--- config.mk ---
export PLATFORM = sky130hd
export DESIGN_NAME = ref_scheduler_flat
export DESIGN_NICKNAME = d
export VERILOG_FILES = /design/src/rtl/ref_scheduler_if.sv /design/src/rtl/ref_scheduler.sv /design/src/flat_wrapper.sv
export SDC_FILE = /design/constraint.sdc
export NUM_CORES = 1
export LEC_CHECK = 0
export BUFFER_PORTS_ARGS = -buffer_cell sky130_fd_sc_hd__buf_2
export CAP_MARGIN = 20
export CORE_MARGIN = 5
export CORE_UTILIZATION = 50
export CTS_BUF_LIST = sky130_fd_sc_hd__clkbuf_8
export CTS_CLUSTER_SIZE = 28
export DETAILED_ROUTE_END_ITERATION = 8
export GPL_TIMING_DRIVEN = 0
export PLACE_DENSITY = 0.85
export SYNTH_ARGS = -nofsm -noshare
export SYNTH_HDL_FRONTEND = slang
export SYNTH_SLANG_ARGS = --single-unit
--- constraint.sdc ---
create_clock -name clk0 -period 2.5 [get_ports clk0]
set_input_delay 0.125 -clock clk0 [delete_from_list [all_inputs] [get_ports clk0]]
set_output_delay 0.125 -clock clk0 [all_outputs]
set_load 0.005 [all_outputs]
--- src/rtl/ref_scheduler_if.sv ---
// Refresh scheduler bus: interval/duration config, sequencer
// handshake and status back to the command interface.
interface ref_scheduler_if #(
  parameter int RC_W   = 16,
  parameter int RD_W   = 4,
  parameter int PEND_W = 4
);
  logic              ref_en;
  logic              load_rfcnt;
  logic [RC_W-1:0]   refresh_count;
  logic [RD_W-1:0]   ref_dur;
  logic              ref_gnt;
  logic              ovf_clr;
  logic              ref_req;
  logic              ref_urgent;
  logic              ref_cmd;
  logic              ref_busy;
  logic [PEND_W-1:0] pend_cnt;
  logic              ref_overflow;

  modport master (
    output ref_en, load_rfcnt, refresh_count,
    output ref_dur, ref_gnt, ovf_clr,
    input  ref_req, ref_urgent, ref_cmd,
    input  ref_busy, pend_cnt, ref_overflow
  );

  modport slave (
    input  ref_en, load_rfcnt, refresh_count,
    input  ref_dur, ref_gnt, ovf_clr,
    output ref_req, ref_urgent, ref_cmd,
    output ref_busy, pend_cnt, ref_overflow
  );
endinterface

--- src/rtl/ref_scheduler.sv ---
// SDRAM auto-refresh scheduler: interval ticks, postponed
// refresh queue and req/gnt driven refresh command sequencing.
module ref_scheduler #(
  parameter int RC_W     = 16,
  parameter int RD_W     = 4,
  parameter int PEND_MAX = 8,
  parameter int PEND_W   = 4,
  parameter int URG_TH   = 6
) (
  input logic            clk0,
  input logic            reset,
  ref_scheduler_if.slave bus
);

  typedef enum logic [1:0] {
    S_IDLE,
    S_REQ,
    S_CMD,
    S_WAIT
  } state_e;

  state_e            state_q, state_d;
  logic [RC_W-1:0]   tmr_q, tmr_d;
  logic [RD_W-1:0]   wcnt_q, wcnt_d;
  logic [PEND_W-1:0] pend_q, pend_d;
  logic              reload_q;
  logic              ovf_q, ovf_d;
  logic              cmd_q;
  logic              run, tick, dec, full, ovf_set, pend_nz;

  assign run     = bus.ref_en && !reload_q;
  assign tick    = run && (tmr_q == RC_W'(1));
  assign dec     = (state_q == S_CMD);
  assign full    = (pend_q == PEND_W'(PEND_MAX));
  assign ovf_set = tick && !dec && full;
  assign pend_nz = (pend_q != '0);

  // tmr==0 also reloads so a zero timer after reset starts counting
  always_comb begin
    tmr_d = tmr_q - RC_W'(1);
    if (!run || tick || tmr_q == '0)
      tmr_d = bus.refresh_count;
  end

  always_comb begin
    pend_d = pend_q;
    if (state_q == S_IDLE && !bus.ref_en)
      pend_d = '0;
    else if (tick && !dec && !full)
      pend_d = pend_q + PEND_W'(1);
    else if (dec && !tick)
      pend_d = pend_q - PEND_W'(1);
  end

  always_comb begin
    ovf_d = ovf_q;
    if (ovf_set)
      ovf_d = 1'b1;
    else if (bus.ovf_clr)
      ovf_d = 1'b0;
  end

  always_comb begin
    state_d = state_q;
    wcnt_d  = wcnt_q;
    unique case (state_q)
      S_IDLE: begin
        if (bus.ref_en && pend_nz)
          state_d = S_REQ;
      end
      S_REQ: begin
        if (!bus.ref_en)
          state_d = S_IDLE;
        else if (bus.ref_gnt)
          state_d = S_CMD;
      end
      S_CMD: begin
        wcnt_d  = bus.ref_dur;
        state_d = S_WAIT;
      end
      S_WAIT: begin
        if (wcnt_q <= RD_W'(1))
          state_d = (bus.ref_en && pend_nz) ? S_REQ : S_IDLE;
        else
          wcnt_d = wcnt_q - RD_W'(1);
      end
      default: state_d = S_IDLE;
    endcase
  end

  always_ff @(posedge clk0 or posedge reset) begin
    if (reset) begin
      state_q  <= S_IDLE;
      tmr_q    <= '0;
      wcnt_q   <= '0;
      pend_q   <= '0;
      reload_q <= 1'b0;
      ovf_q    <= 1'b0;
      cmd_q    <= 1'b0;
    end else begin
      state_q  <= state_d;
      tmr_q    <= tmr_d;
      wcnt_q   <= wcnt_d;
      pend_q   <= pend_d;
      reload_q <= bus.load_rfcnt;
      ovf_q    <= ovf_d;
      cmd_q    <= (state_d == S_CMD);
    end
  end

  assign bus.ref_req      = (state_q == S_REQ);
  assign bus.ref_busy     = (state_q == S_CMD) || (state_q == S_WAIT);
  assign bus.ref_cmd      = cmd_q;
  assign bus.pend_cnt     = pend_q;
  assign bus.ref_overflow = ovf_q;
  assign bus.ref_urgent   = (pend_q >= PEND_W'(URG_TH));

endmodule

--- src/flat_wrapper.sv ---
// flat-port wrapper written by rule: the top's interface ports become plain ports
module ref_scheduler_flat 
#(
  parameter int RC_W     = 16,
  parameter int RD_W     = 4,
  parameter int PEND_MAX = 8,
  parameter int PEND_W   = 4,
  parameter int URG_TH   = 6
)
  (clk0, reset, bus_ref_en, bus_load_rfcnt, bus_refresh_count, bus_ref_dur, bus_ref_gnt, bus_ovf_clr, bus_ref_req, bus_ref_urgent, bus_ref_cmd, bus_ref_busy, bus_pend_cnt, bus_ref_overflow);
  ref_scheduler_if #(.RC_W(RC_W), .RD_W(RD_W), .PEND_W(PEND_W)) bus_i ();
  input logic clk0;
  input logic reset;
  input wire logic [$bits(bus_i.ref_en)-1:0] bus_ref_en;
  input wire logic [$bits(bus_i.load_rfcnt)-1:0] bus_load_rfcnt;
  input wire logic [$bits(bus_i.refresh_count)-1:0] bus_refresh_count;
  input wire logic [$bits(bus_i.ref_dur)-1:0] bus_ref_dur;
  input wire logic [$bits(bus_i.ref_gnt)-1:0] bus_ref_gnt;
  input wire logic [$bits(bus_i.ovf_clr)-1:0] bus_ovf_clr;
  output wire logic [$bits(bus_i.ref_req)-1:0] bus_ref_req;
  output wire logic [$bits(bus_i.ref_urgent)-1:0] bus_ref_urgent;
  output wire logic [$bits(bus_i.ref_cmd)-1:0] bus_ref_cmd;
  output wire logic [$bits(bus_i.ref_busy)-1:0] bus_ref_busy;
  output wire logic [$bits(bus_i.pend_cnt)-1:0] bus_pend_cnt;
  output wire logic [$bits(bus_i.ref_overflow)-1:0] bus_ref_overflow;
  assign bus_i.ref_en = bus_ref_en;
  assign bus_i.load_rfcnt = bus_load_rfcnt;
  assign bus_i.refresh_count = bus_refresh_count;
  assign bus_i.ref_dur = bus_ref_dur;
  assign bus_i.ref_gnt = bus_ref_gnt;
  assign bus_i.ovf_clr = bus_ovf_clr;
  assign bus_ref_req = bus_i.ref_req;
  assign bus_ref_urgent = bus_i.ref_urgent;
  assign bus_ref_cmd = bus_i.ref_cmd;
  assign bus_ref_busy = bus_i.ref_busy;
  assign bus_pend_cnt = bus_i.pend_cnt;
  assign bus_ref_overflow = bus_i.ref_overflow;
  ref_scheduler #(.RC_W(RC_W), .RD_W(RD_W), .PEND_MAX(PEND_MAX), .PEND_W(PEND_W), .URG_TH(URG_TH)) u_core (.clk0(clk0), .reset(reset), .bus(bus_i));
endmodule
After elaboration in Yosys (flattened, before gate mapping)

Index checks and enable logic that the tools add are counted.

Flip-flop bits (word level): 29
Memories kept: 0
Bits in latches: 0
ROM bits: 0
Input bits: 26
Memory bits (writable): 0

Magnitude comparators: 2
Mux-type cells: 14
Bitwise operators: 0
Multipliers: 0
Divide/modulo/power cells: 0
Add/subtract/negate cells: 4
Shift operators: 0
Reductions and logical operators: 24
Equal/unequal tests: 7

Operators with widths:

| operator                                                                         | count |
|---|---|
| 16-bit by 1-bit equality test with 1-bit output, second input constant           | 1 |
| 16-bit logical NOT                                                               | 1 |
| 16-bit 2-to-1 mux                                                                | 1 |
| 4-bit 2-to-1 mux                                                                 | 4 |
| 16-bit by 1-bit subtractor with 16-bit output, second input constant             | 1 |
| 1-bit logical AND                                                                | 8 |
| 2-bit 2-to-1 mux                                                                 | 4 |
| 2-bit case mux with 4 select lines                                               | 1 |
| 4-bit case mux with 2 select lines                                               | 1 |
| 4-bit by 1-bit subtractor with 4-bit output, second input constant               | 2 |
| 2-bit equality test, second input constant                                       | 3 |
| 1-bit logical NOT                                                                | 6 |
| 4-bit by 1-bit adder with 4-bit output, second input constant                    | 1 |
| 4-bit equality test, second input constant                                       | 1 |
| 4-bit by 3-bit >= comparator with 1-bit output, second input constant            | 1 |
| 4-bit by 1-bit less-or-equal comparator with 1-bit output, second input constant | 1 |
| 2-bit nonzero test                                                               | 2 |
| 4-bit nonzero test                                                               | 1 |
| 1-bit logical OR                                                                 | 3 |
| 1-bit 2-to-1 mux                                                                 | 3 |
| 3-bit nonzero test                                                               | 1 |
| 2-bit by 1-bit equality test with 1-bit output, second input constant            | 1 |
| 2-bit logical NOT                                                                | 1 |
| 2-bit inequality test, second input constant                                     | 1 |
| 2-bit AND reduction                                                              | 1 |

Logic depth before layout (Yosys ltp)

Gate-level depths: netlist of the first run.

Depth in word-level cells: 8
Gate-level depth with buffers: 10

Worst setup path before layout of the first run

No wires, ideal clock.

Path kind: reg2reg
From: register u_core.tmr_q[6]
To: register u_core.pend_q[3], in the netlist u_core.bus.pend_cnt[3]
Slack: 87 ps
Buffers on the path: 0
Data required time: 2,421 ps
Period minus slack after synthesis: 2,413 ps
Cell stages (with the launch flop): 10
Data arrival time: 2,334 ps
Cell sequence: dfrtp_1 -> nor4_4 -> nand4_4 -> nor3_4 -> inv_1 -> ha_1 -> a21o_1 -> a21oi_1 -> mux2i_1 -> mux2i_1

Longest elaborated chain between the ends: 6
Elaborated cells between the ends (all ways): 9
Classes of those cells: eq/ne (1); mux (2); reduce/logical (6)

RTL lines:

| element                                             | RTL line             | source |
|---|---|---|
| from (decl)                                         | ref_scheduler.sv:23  | `logic [RC_W-1:0] tmr_q, tmr_d;` |
| from (signal assigned)                              | ref_scheduler.sv:102 | `tmr_q <= tmr_d;` |
| 16-bit by 1-bit equality test with 1-bit output (*) | ref_scheduler.sv:32  | `assign tick = run && (tmr_q == RC_W'(1));` |
| 1-bit logical AND (*)                               | ref_scheduler.sv:32  |  |
| 1-bit logical AND (2 in series)                     | ref_scheduler.sv:49  | `else if (tick && !dec && !full)` |
| 4-bit 2-to-1 mux                                    | ref_scheduler.sv:49  |  |
| 4-bit 2-to-1 mux                                    | ref_scheduler.sv:47  | `if (state_q == S_IDLE && !bus.ref_en)` |
| to (signal assigned)                                | ref_scheduler.sv:104 | `pend_q <= pend_d;` |
| to (decl)                                           | ref_scheduler.sv:25  | `logic [PEND_W-1:0] pend_q, pend_d;` |

Mark *: on every way between the ends. The rest lies on a longest branch, timed or not.
A chain may end at the register's enable or synchronous reset.

Final worst setup path of the first run

From: register u_core.pend_q[1], in the netlist u_core.bus.pend_cnt[1]
To: register u_core.pend_q[3], in the netlist u_core.bus.pend_cnt[3]

Longest elaborated chain between the ends: 5
Elaborated cells between the ends (all ways): 9
Classes of those cells: add/sub (2); eq/ne (1); mux (3); reduce/logical (3)

RTL lines:

| element |
|---|
| parallel branches: the longest is 5 deep, another holds 4-bit by 1-bit subtractor with 4-bit output |

Several ways; the timed one is not identified. The select of a mux whose other input is x is not followed.

==> results.sh, run 1 <==
export IMPL_power_per_cell_area_nw_per_um2=821
export IMPL_overflow=0
export IMPL_ratio_of_final_minimum_period_to_clock_period_pct=95.6
export IMPL_synthDominantAreaCellType="sky130_fd_sc_hd__dfrtp_1"
export IMPL_grt_pass1_vias=1382
export IMPL_clock_sink_count=29
export IMPL_grt_start_max_net_pins=22
export IMPL_tritoncts_num_buffers=5
export IMPL_floorplan_initialDensity_pct=51.0
export IMPL_worst_skew_pair_late_latency_ns=0.27
export IMPL_cpMaxStageDelayCell="sky130_fd_sc_hd__or4b_1"
export IMPL_synth_edf_count=0
export IMPL_synth_seq_area_share_pct=43.3
export IMPL_max_cap_violations=0
export IMPL_grt_setup_unrepaired="false"
export IMPL_static_leakage_power_uw=0.00100
export IMPL_timing_hold_worst_endpoint="u_core.bus.ref_overflow"
export IMPL_cp_buffers_inverters=1
export IMPL_critPathRequiredTime_ns=2.70
export IMPL_die_x_um=67.9
export IMPL_fp_dieH_um=67.9
export IMPL_finalWeightedCongestion=0.836
export IMPL_avgRoutedWirePerCell_um=13.7
export IMPL_critical_path_top_delay_family="simple AND/OR/NAND/NOR gates"
export IMPL_finalSetupViolations=0
export IMPL_ys_dominant_reg_cell="sky130_fd_sc_hd__dfrtp_1"
export IMPL_first_iter_violations=107
export IMPL_report_final_hold_viol_count=0
export IMPL_synth_area_leaders="sky130_fd_sc_hd__dfrtp_1 (43%), sky130_fd_sc_hd__nand2_1 (6.3%), sky130_fd_sc_hd__ha_1 (5.2%)"
export IMPL_drtPass1Iterations=5
export IMPL_detail_route_vias_per_cell=5.23
export IMPL_maxClockFrequency_mhz=418
export IMPL_cp_max_fo=7
export IMPL_floorplan_rows=21
export IMPL_final_net_count=258
export IMPL_netlist_area_leader_share_pct=43.3
export IMPL_min_period_ns=2.39
export IMPL_tritoncts="done"
export IMPL_synth_cell_area_um2=1680
export IMPL_ff2ff_setup_slack_ns=0.11
export IMPL_synth_cells=175
export IMPL_timing_critical_path_arrival_ns=2.59
export IMPL_crit_path_end_kind="flip-flop"
export IMPL_holdWs_ns=0.0348
export IMPL_grt_use_total_pct=17.8
export IMPL_power_ir_vdd_worst_mv=0.516
export IMPL_fin_total_pwr_uw=1710
export IMPL_drive_gt1_share_pct=28.0
export IMPL_hpwl_um=2650
export IMPL_min_delay_path_class="in2reg"
export IMPL_placement_io_buffers=34
export IMPL_hold_path_cell_count=2
export IMPL_critPathMostFrequentCell="sky130_fd_sc_hd__mux2i_1"
export IMPL_synth_fp_nets=209
export IMPL_synth_seq_cells=29
export IMPL_drc=0
export IMPL_timing_rr_start="u_core.bus.pend_cnt[1]"
export IMPL_syn2layout_area_growth_pct=24.0
export IMPL_count_of_synthesis_stage_warnings_from_yosys=0
export IMPL_grt_antenna_before_repair=0
export IMPL_crit_path_cell_trace="or4b_1 -> nand2_2 -> nor3_4 -> inv_1 -> ha_1 -> a21o_1 -> a21oi_2 -> mux2i_1 -> mux2i_1"
export IMPL_worst_pin_slew_ns=0.720
export IMPL_worst_slew_margin_relative_to_its_limit_pct=51.5
export IMPL_cts_htree_levels=2
export IMPL_pins_over_slew_limit=0
export IMPL_grt_first_pass_wirelength_um=6190
export IMPL_io_pins=35
export IMPL_synth_distinct_cells=38
export IMPL_reg2regPathDepth=9
export IMPL_async_flop_share_pct=100
export IMPL_worstSetupPathType="reg2reg"
export IMPL_cts_root_buf="sky130_fd_sc_hd__clkbuf_8"
export IMPL_wirelength_um=3720
export IMPL_num_antenna_cells=0
export IMPL_status="finished clean"
export IMPL_total_die_area_um2=4610
export IMPL_via_count=1416
export IMPL_core_area_um2=3280
export IMPL_clock_skew_final_ns=0.00462
export IMPL_regToRegEndpoint="u_core.bus.pend_cnt[3]"
export IMPL_antenna_violating_nets_post_route=0
export IMPL_cp_slowest_stage_delay_ns=0.59
export IMPL_hold_path_startpoint="bus_ovf_clr"
export IMPL_clock_tree_buffer_depth=2
export IMPL_start_kind="flip-flop"
export IMPL_post_cts_clock_slew_at_the_launch_and_capture_registers_of_the_worst_setup_and_hold_paths_ns=0.06
export IMPL_synth_avg_cell_area_um2=9.57
## through the flow
stage / setup WS, ns / std cells / util [%] / setup TNS (ns) / instance area [um2]
after floorplan: 0.0869 / 175 / - / 0 / 1680
after global placement: -0.0484 / 255 / 57.9 / -0.0484 / 1900
after detailed placement: -0.226 / 256 / 58.8 / -0.226 / 1930
after CTS: 0.00536 / 270 / 62.7 / 0 / 2060
after global routing: 0.00425 / 271 / 63.3 / 0 / 2080
final: 0.109 / 271 / 63.3 / 0 / 2080
## power breakdown
part	total, uW	switching, uW	internal (uW)
combinational	663	369	294
sequential	695	117	579
clock	348	163	185
total	1710	648	1060
## what timing repair did
action,4_1_cts,5_1_grt
endpoints found under the hold margin,9,0
gates resized for setup,0,5
setup endpoints to repair,1,1
hold buffers,2,0
pin swaps,3,2
buffers inserted,4,1
## layout by cell type (no fill, tap or decap), types with 2 or more instances in the layout
cell type                       count
sky130_fd_sc_hd__xor2_1             4
sky130_fd_sc_hd__clkbuf_1           2
sky130_fd_sc_hd__a22oi_1            2
sky130_fd_sc_hd__inv_1             15
sky130_fd_sc_hd__nor3_1             7
sky130_fd_sc_hd__o21ai_1            8
sky130_fd_sc_hd__mux2i_1            3
sky130_fd_sc_hd__buf_4              5
sky130_fd_sc_hd__dlygate4sd3_1      2
sky130_fd_sc_hd__nand2b_1           2
sky130_fd_sc_hd__nor4_4             2
sky130_fd_sc_hd__dfrtp_1           26
sky130_fd_sc_hd__nand2_1           27
sky130_fd_sc_hd__xnor2_1           10
sky130_fd_sc_hd__o21ai_0           10
sky130_fd_sc_hd__dfrtp_2            3
sky130_fd_sc_hd__clkbuf_8           5
sky130_fd_sc_hd__nand3_1            4
sky130_fd_sc_hd__nor4_2             2
sky130_fd_sc_hd__a21oi_1            4
sky130_fd_sc_hd__nor2_1            10
sky130_fd_sc_hd__ha_1               7
sky130_fd_sc_hd__o22ai_1            4
sky130_fd_sc_hd__a21o_1             4
sky130_fd_sc_hd__buf_2             37
## worst register-to-register path: cells and delay by family (launching register included)
family / cells / cell delay [ns]
flip-flops: 1 / 0.44
AO/OA/AOI/OAI: 2 / 0.34
AND/OR/NAND/NOR: 3 / 0.76
buffers and inverters: 1 / 0.07
adder cells (fa/ha/maj): 1 / 0.23
multiplexers: 2 / 0.48
## state kept, by name, indices dropped and copies added (netlist names)
| register | flops |
|---|---|
| u_core.wcnt_q | 4 |
| u_core.bus.pend_cnt | 4 |
| u_core.state_q | 2 |
| u_core.bus.ref_overflow | 1 |
| u_core.tmr_q | 16 |
| u_core.bus.ref_cmd | 1 |
| u_core.reload_q | 1 |
## cell usage after synthesis, types with 2 or more instances
master                     number
sky130_fd_sc_hd__o21ai_0       10
sky130_fd_sc_hd__o22ai_1        4
sky130_fd_sc_hd__dfrtp_1       29
sky130_fd_sc_hd__a21o_1         4
sky130_fd_sc_hd__nor2_1        10
sky130_fd_sc_hd__xor2_1         4
sky130_fd_sc_hd__clkbuf_1       2
sky130_fd_sc_hd__a21oi_1        5
sky130_fd_sc_hd__o21ai_1        8
sky130_fd_sc_hd__nor4_2         2
sky130_fd_sc_hd__nand3_1        4
sky130_fd_sc_hd__a22oi_1        2
sky130_fd_sc_hd__nor3_1         7
sky130_fd_sc_hd__nand2_1       28
sky130_fd_sc_hd__buf_2          3
sky130_fd_sc_hd__inv_1         12
sky130_fd_sc_hd__ha_1           7
sky130_fd_sc_hd__nand2b_1       2
sky130_fd_sc_hd__nor4_4         2
sky130_fd_sc_hd__xnor2_1       10
sky130_fd_sc_hd__mux2i_1        3
## routing by layer
layer,vias to the layer above,part of all wire (%),wire length (um),global-route usage [%]
met1,668,46,1710,24.0
met5,-,0,0,0
met3,6,3.6,133,3.28
met2,33,49,1840,29.4
li1,709,-,-,-
met4,0,1.0,38,4.71
## logic make-up after synthesis
logic type	after synthesis	synth area share, %
AO/OA/AOI/OAI	40	15.0
buffers and inverters	17	4.03
multiplexers	3	1.79
XOR/XNOR	14	7.32
flip-flops	29	43.3
AND/OR/NAND/NOR	64	22.1
adder cells (fa/ha/maj)	8	6.42
## how the worst max path moves through the flow
stage | to | slack [ns] | from | cells after the start
2_1_floorplan | u_core.bus.pend_cnt[3] | 0.09 | u_core.tmr_q[6] | 9
3_3_place_gp | u_core.bus.pend_cnt[3] | -0.05 | u_core.tmr_q[6] | 9
3_5_place_dp | u_core.bus.pend_cnt[3] | -0.23 | u_core.tmr_q[6] | 9
4_1_cts | u_core.bus.pend_cnt[3] | 0.005 | u_core.bus.pend_cnt[1] | 9
5_1_grt | u_core.bus.pend_cnt[3] | 0.004 | u_core.tmr_q[10] | 9
6_report | u_core.bus.pend_cnt[3] | 0.11 | u_core.bus.pend_cnt[1] | 9
## layout make-up
cell class	count	area [um2]
Buffer	5	22.5
Clock buffer	5	68.8
Clock inverter	3	11.3
Fill cell	284	1210
Inverter	12	45.0
Multi-Input combinational cell	129	888
Sequential cell	29	729
Tap cell	46	57.6
Timing Repair Buffer	42	255
(Power assumes the default switching activity.)
==> run 2, diff against run 1 <==
- CELL_PAD_IN_SITES_DETAIL_PLACEMENT: not set -> 1
- CELL_PAD_IN_SITES_GLOBAL_PLACEMENT: not set -> 2
- CORE_UTILIZATION: 50 -> 30
- CTS_BUF_LIST: sky130_fd_sc_hd__clkbuf_8 -> not set
- PLACE_DENSITY: 0.85 -> 0.83
==> results.sh, run 2 (synthesis gave the netlist of run 1 again) <==
export IMPL_status="finished clean"
export IMPL_timing_critical_path_arrival_ns=2.50
export IMPL_first_iter_violations=16
export IMPL_min_period_ns=2.29
export IMPL_via_count=1428
export IMPL_report_final_hold_viol_count=0
export IMPL_avgRoutedWirePerCell_um=13.8
export IMPL_cp_buffers_inverters=1
export IMPL_final_area_um2=2180
export IMPL_worstSetupPathType="reg2reg"
export IMPL_timing_rr_start="u_core.tmr_q[10]"
export IMPL_grt_setup_unrepaired="false"
export IMPL_reg2regPathDepth=9
export IMPL_worst_pin_slew_ns=0.822
export IMPL_largest_register_ff_count=16
export IMPL_power_ir_vdd_worst_mv=0.271
export IMPL_crit_path_cell_trace="nor4_4 -> nand4_4 -> nor3_4 -> inv_2 -> ha_4 -> a21o_1 -> a21oi_2 -> mux2i_1 -> mux2i_1"
export IMPL_num_antenna_cells=0
export IMPL_wirelength_um=4150
export IMPL_grt_pass1_vias=1586
export IMPL_final_cell_mix="sky130_fd_sc_hd__buf_2 (37), sky130_fd_sc_hd__nand2_1 (28), sky130_fd_sc_hd__dfrtp_1 (27)"
export IMPL_die_x_um=84.7
export IMPL_final_fill_count=663
export IMPL_tritoncts_num_buffers=5
export IMPL_worst_skew_pair_late_latency_ns=0.29
export IMPL_cp_slowest_stage_delay_ns=0.43
export IMPL_power_switching_uw=677
export IMPL_seq_power_share_pct=38.0
export IMPL_core_area_um2=5470
export IMPL_crit_path_end_kind="flip-flop"
export IMPL_io_pins=35
export IMPL_finalWeightedCongestion=0.738
export IMPL_antenna_violating_nets_post_route=0
export IMPL_met3_length_um=225
export IMPL_wl_met2_um=1970
export IMPL_clock_sink_count=29
export IMPL_floorplan_initialDensity_pct=30.6
export IMPL_ratio_of_final_minimum_period_to_clock_period_pct=91.4
export IMPL_critPathMostFrequentCell="sky130_fd_sc_hd__mux2i_1"
export IMPL_power_per_cell_area_nw_per_um2=832
export IMPL_hold_path_cell_count=2
export IMPL_top_layer="met4"
export IMPL_overflow=0
export IMPL_floorplan_rows=27
export IMPL_pins_over_slew_limit=0
export IMPL_wl_met1_um=1900
export IMPL_cp_max_fo=3
export IMPL_critPathRequiredTime_ns=2.71
export IMPL_post_cts_clock_slew_at_the_launch_and_capture_registers_of_the_worst_setup_and_hold_paths_ns=0.07
export IMPL_worst_slew_margin_relative_to_its_limit_pct=44.6
export IMPL_share_comb_of_total_power_pct=37.8
export IMPL_grt_first_pass_wirelength_um=7130
export IMPL_cts_root_buf="sky130_fd_sc_hd__clkbuf_8"
export IMPL_placement_io_buffers=34
export IMPL_clock_tree_buffer_depth=2
export IMPL_max_flop_register="u_core.tmr_q"
export IMPL_detail_route_vias_per_cell=4.73
export IMPL_final_net_count=263
export IMPL_hpwl_um=3050
export IMPL_max_cap_violations=0
export IMPL_cts_htree_levels=2
export IMPL_min_delay_path_class="in2reg"
export IMPL_switching_share_pct=37.3
export IMPL_static_leakage_power_uw=0.00103
export IMPL_syn2layout_area_growth_pct=30.3
export IMPL_total_die_area_um2=7180
export IMPL_internal_power_uw=1140
export IMPL_drive_gt1_share_pct=31.3
export IMPL_drtPass1Iterations=4
export IMPL_grt_use_total_pct=12.5
export IMPL_regToRegEndpoint="u_core.bus.pend_cnt[3]"
export IMPL_placedInstanceArea_um2=1960
export IMPL_ff2ff_setup_slack_ns=0.21
export IMPL_tritoncts="done"
export IMPL_power_frac_clock_pct=24.2
export IMPL_cpMaxStageDelayCell="sky130_fd_sc_hd__dfrtp_2"
export IMPL_maxClockFrequency_mhz=438
export IMPL_start_kind="flip-flop"
export IMPL_clock_skew_final_ns=0.00558
export IMPL_fp_dieH_um=84.7
export IMPL_grt_antenna_before_repair=0
export IMPL_drc=0
export IMPL_finalSetupViolations=0
export IMPL_hold_path_startpoint="bus_ovf_clr"
export IMPL_layout_cells_most_common="sky130_fd_sc_hd__buf_2"
export IMPL_grt_start_max_net_pins=20
export IMPL_timing_hold_worst_endpoint="u_core.bus.ref_overflow"
export IMPL_holdWs_ns=0.0118
export IMPL_critical_path_top_delay_family="simple AND/OR/NAND/NOR gates"
run 2: stage by stage:
step                util, %  total power (uW)  TNS, ns  instances  setup slack (ns)
floorplan                 -              1140        0        175            0.0869
global placement       35.4              1320  -0.0744        281           -0.0744
detailed placement     35.9              1350   -0.150        282            -0.150
CTS                    38.5              1810        0        295            0.0431
global route           39.9              1980        0        302            0.0339
finish                 39.9              1820        0        302             0.215
run 2: power by group through the flow:
stage	logic, uW	clock network (uW)	registers (uW)
after global routing	784	481	711
after global placement	623	0	697
after detailed placement	648	0	703
after floorplan	460	0	676
after CTS	657	457	694
final	687	441	690
run 2: repair_timing:
action / CTS / global route
pin swaps: 3 / 6
setup buffers: 3 / 7
resized for setup: 0 / 6
setup endpoints to repair: 1 / 1
endpoints found under the hold margin: 11 / 0
hold buffers: 2 / 0
run 2: cell type report:
type	count	area [um2]	share of cell area (%)
Buffer	5	22.5	1.03
Clock buffer	7	96.3	4.41
Clock inverter	1	5.00	0.229
Inverter	12	45.0	2.06
Multi-Input combinational cell	129	903	41.4
Sequential cell	29	728	33.4
Tap cell	72	90.1	4.13
Timing Repair Buffer	47	293	13.4
run 2: worst max-delay path by stage:
stage,start,endpoint,slack (ns),cells after the start
2_1_floorplan,u_core.tmr_q[6],u_core.bus.pend_cnt[3],0.09,9
4_1_cts,u_core.tmr_q[8],u_core.bus.pend_cnt[3],0.04,9
3_3_place_gp,u_core.tmr_q[6],u_core.bus.pend_cnt[3],-0.07,9
6_report,u_core.tmr_q[10],u_core.bus.pend_cnt[3],0.21,9
3_5_place_dp,u_core.tmr_q[6],u_core.bus.pend_cnt[3],-0.15,9
5_1_grt,u_core.tmr_q[6],u_core.bus.pend_cnt[3],0.03,9
run 2: worst register-to-register path: stages (launching register included):
cell,delay (ns)
sky130_fd_sc_hd__dfrtp_2,0.43
sky130_fd_sc_hd__nor4_4,0.37
sky130_fd_sc_hd__nand4_4,0.16
sky130_fd_sc_hd__nor3_4,0.25
sky130_fd_sc_hd__inv_2,0.08
sky130_fd_sc_hd__ha_4,0.21
sky130_fd_sc_hd__a21o_1,0.16
sky130_fd_sc_hd__a21oi_2,0.13
sky130_fd_sc_hd__mux2i_1,0.23
sky130_fd_sc_hd__mux2i_1,0.20
run 2: metal layers:
layer,GRT usage (%),vias to the layer above
met4,3.88,0
met5,0,-
met3,4.71,7
met1,14.7,680
met2,20.9,28
li1,-,713
==> run 3, diff against run 2 <==
- CORE_ASPECT_RATIO: not set -> 0.8
- REMOVE_ABC_BUFFERS: not set -> 1
==> results.sh, run 3 (synthesis gave the netlist of run 1 again) <==
export IMPL_grt_pass1_vias=1486
export IMPL_tritoncts_num_buffers=5
export IMPL_ratio_of_final_minimum_period_to_clock_period_pct=95.4
export IMPL_num_antenna_cells=0
export IMPL_wirelength_um=4230
export IMPL_dp_worst_setup_slack_ns=-0.179
export IMPL_drive_gt1_share_pct=30.2
export IMPL_power_frac_clock_pct=24.5
export IMPL_switching_share_pct=37.6
export IMPL_clock_sink_count=29
export IMPL_min_period_ns=2.38
export IMPL_avgRoutedWirePerCell_um=14.0
export IMPL_share_comb_of_total_power_pct=35.2
export IMPL_max_cap_violations=0
export IMPL_critPathRequiredTime_ns=2.71
export IMPL_cts_root_buf="sky130_fd_sc_hd__clkbuf_8"
export IMPL_area_sequential_um2=728
export IMPL_io_pins=35
export IMPL_layout_cells_most_common="sky130_fd_sc_hd__buf_2"
export IMPL_clock_skew_final_ns=0.00519
export IMPL_postLayoutCoreUtil_pct=39.9
export IMPL_grt_first_pass_wirelength_um=6960
export IMPL_grt_use_total_pct=12.4
export IMPL_detail_route_vias_per_cell=4.69
export IMPL_first_iter_violations=27
export IMPL_final_cell_mix="sky130_fd_sc_hd__buf_2 (34), sky130_fd_sc_hd__nand2_1 (28), sky130_fd_sc_hd__dfrtp_1 (27)"
export IMPL_worst_skew_pair_late_latency_ns=0.29
export IMPL_ff2ff_setup_slack_ns=0.12
export IMPL_worst_slew_margin_relative_to_its_limit_pct=45.0
export IMPL_worst_pin_slew_ns=0.816
export IMPL_cp_max_fo=3
export IMPL_via_count=1420
export IMPL_power_per_cell_area_nw_per_um2=822
export IMPL_holdWs_ns=0.0223
export IMPL_seq_power_share_pct=40.3
export IMPL_grt_antenna_before_repair=0
export IMPL_floorplan_initialDensity_pct=30.8
export IMPL_fin_total_pwr_uw=1780
export IMPL_syn2layout_area_growth_pct=29.5
export IMPL_drtPass1Iterations=4
export IMPL_final_fill_count=642
export IMPL_core_area_um2=5440
export IMPL_power_ir_vdd_worst_mv=0.246
export IMPL_drc=0
export IMPL_die_x_um=93.6
export IMPL_min_delay_path_class="in2reg"
export IMPL_crit_path_end_kind="flip-flop"
export IMPL_maxClockFrequency_mhz=419
export IMPL_timing_critical_path_arrival_ns=2.60
export IMPL_report_final_hold_viol_count=0
export IMPL_post_cts_clock_slew_at_the_launch_and_capture_registers_of_the_worst_setup_and_hold_paths_ns=0.07
export IMPL_overflow=0
export IMPL_worstSetupPathType="reg2reg"
export IMPL_finalSetupViolations=0
export IMPL_antenna_violating_nets_post_route=0
export IMPL_hpwl_um=3000
export IMPL_combined_area_of_the_multi_input_logic_cells_um2=897
export IMPL_floorplan_rows=24
export IMPL_fp_dieH_um=76.8
export IMPL_largest_register_ff_count=16
export IMPL_pins_over_slew_limit=0
export IMPL_max_flop_register="u_core.tmr_q"
export IMPL_total_die_area_um2=7190
export IMPL_internal_power_uw=1110
export IMPL_static_leakage_power_uw=0.00103
export IMPL_final_net_count=258
export IMPL_power_switching_uw=670
export IMPL_placement_io_buffers=34
export IMPL_start_kind="flip-flop"
export IMPL_tritoncts="done"
export IMPL_final_setup_worst_slack_ns=0.115
export IMPL_status="finished clean"
export IMPL_clock_tree_buffer_depth=2
export IMPL_grt_start_max_net_pins=33
export IMPL_finalWeightedCongestion=0.725
export IMPL_cts_htree_levels=2
## run 3: changes by cell type in the layout (fill, tap and decap cells not counted), sizes merged
cell	delta
clkbuf	-2
buf	-3
## run 3: final cells by class
| class | instances | area share [%] |
|---|---|---|
| repair buffers | 47 | 13.8 |
| flip-flops and latches | 29 | 33.6 |
| inverters | 12 | 2.08 |
| well taps | 78 | 4.50 |
| clock buffers | 7 | 4.44 |
| multi-input cells | 129 | 41.3 |
| clock inverters | 1 | 0.231 |
## run 3: critical path, stage by stage (launching register included)
cell	delay [ns]
sky130_fd_sc_hd__dfrtp_2	0.44
sky130_fd_sc_hd__nor4_4	0.36
sky130_fd_sc_hd__nand4_4	0.16
sky130_fd_sc_hd__nor3_4	0.26
sky130_fd_sc_hd__inv_2	0.06
sky130_fd_sc_hd__ha_1	0.27
sky130_fd_sc_hd__a21o_1	0.19
sky130_fd_sc_hd__a21oi_2	0.13
sky130_fd_sc_hd__mux2i_1	0.22
sky130_fd_sc_hd__mux2i_1	0.21
## run 3: layer usage
metal	part of all wire (%)	global-route usage (%)	vias up
li1	-	-	701
met1	45	15.2	688
met2	50	20.0	24
met3	3.9	4.50	7
met4	1.4	4.33	0
met5	0	0	-
## run 3: timing repair
item / CTS / global route
setup endpoints to repair: 4 / 1
endpoints found under the hold margin: 12 / 0
buffers inserted: 3 / 6
cloned: 0 / 0
gates resized for setup: 1 / 5
pin swaps: 3 / 5
hold buffers: 2 / 0
## run 3: power groups by stage
stage / logic, uW / clock network, uW / registers [uW]
2_1_floorplan: 434 / 0 / 691
3_5_place_dp: 615 / 0 / 727
3_3_place_gp: 591 / 0 / 721
6_report: 628 / 436 / 719
5_1_grt: 726 / 469 / 739
4_1_cts: 626 / 451 / 720
## run 3: worst paths after layout
check | from | endpoint | depth (start not counted)
worst max-delay path | u_core.tmr_q[6] | u_core.bus.pend_cnt[3] | 9
worst min-delay path | bus_ovf_clr | u_core.bus.ref_overflow | 2
worst max register to register | u_core.tmr_q[6] | u_core.bus.pend_cnt[3] | 9
worst min register to register | u_core.bus.ref_overflow | u_core.bus.ref_overflow | 2
max in group asynchronous | reset | u_core.bus.pend_cnt[1] | 4
min in group asynchronous | reset | u_core.tmr_q[7] | 3
## run 3: through the flow
step	cell area (um2)	setup TNS, ns	cells
after global placement	1920	-0.0867	282
after detailed placement	1950	-0.196	283
after CTS	2100	0	296
after floorplan	1650	0	170
final	2170	0	303
after global routing	2170	-0.00327	303
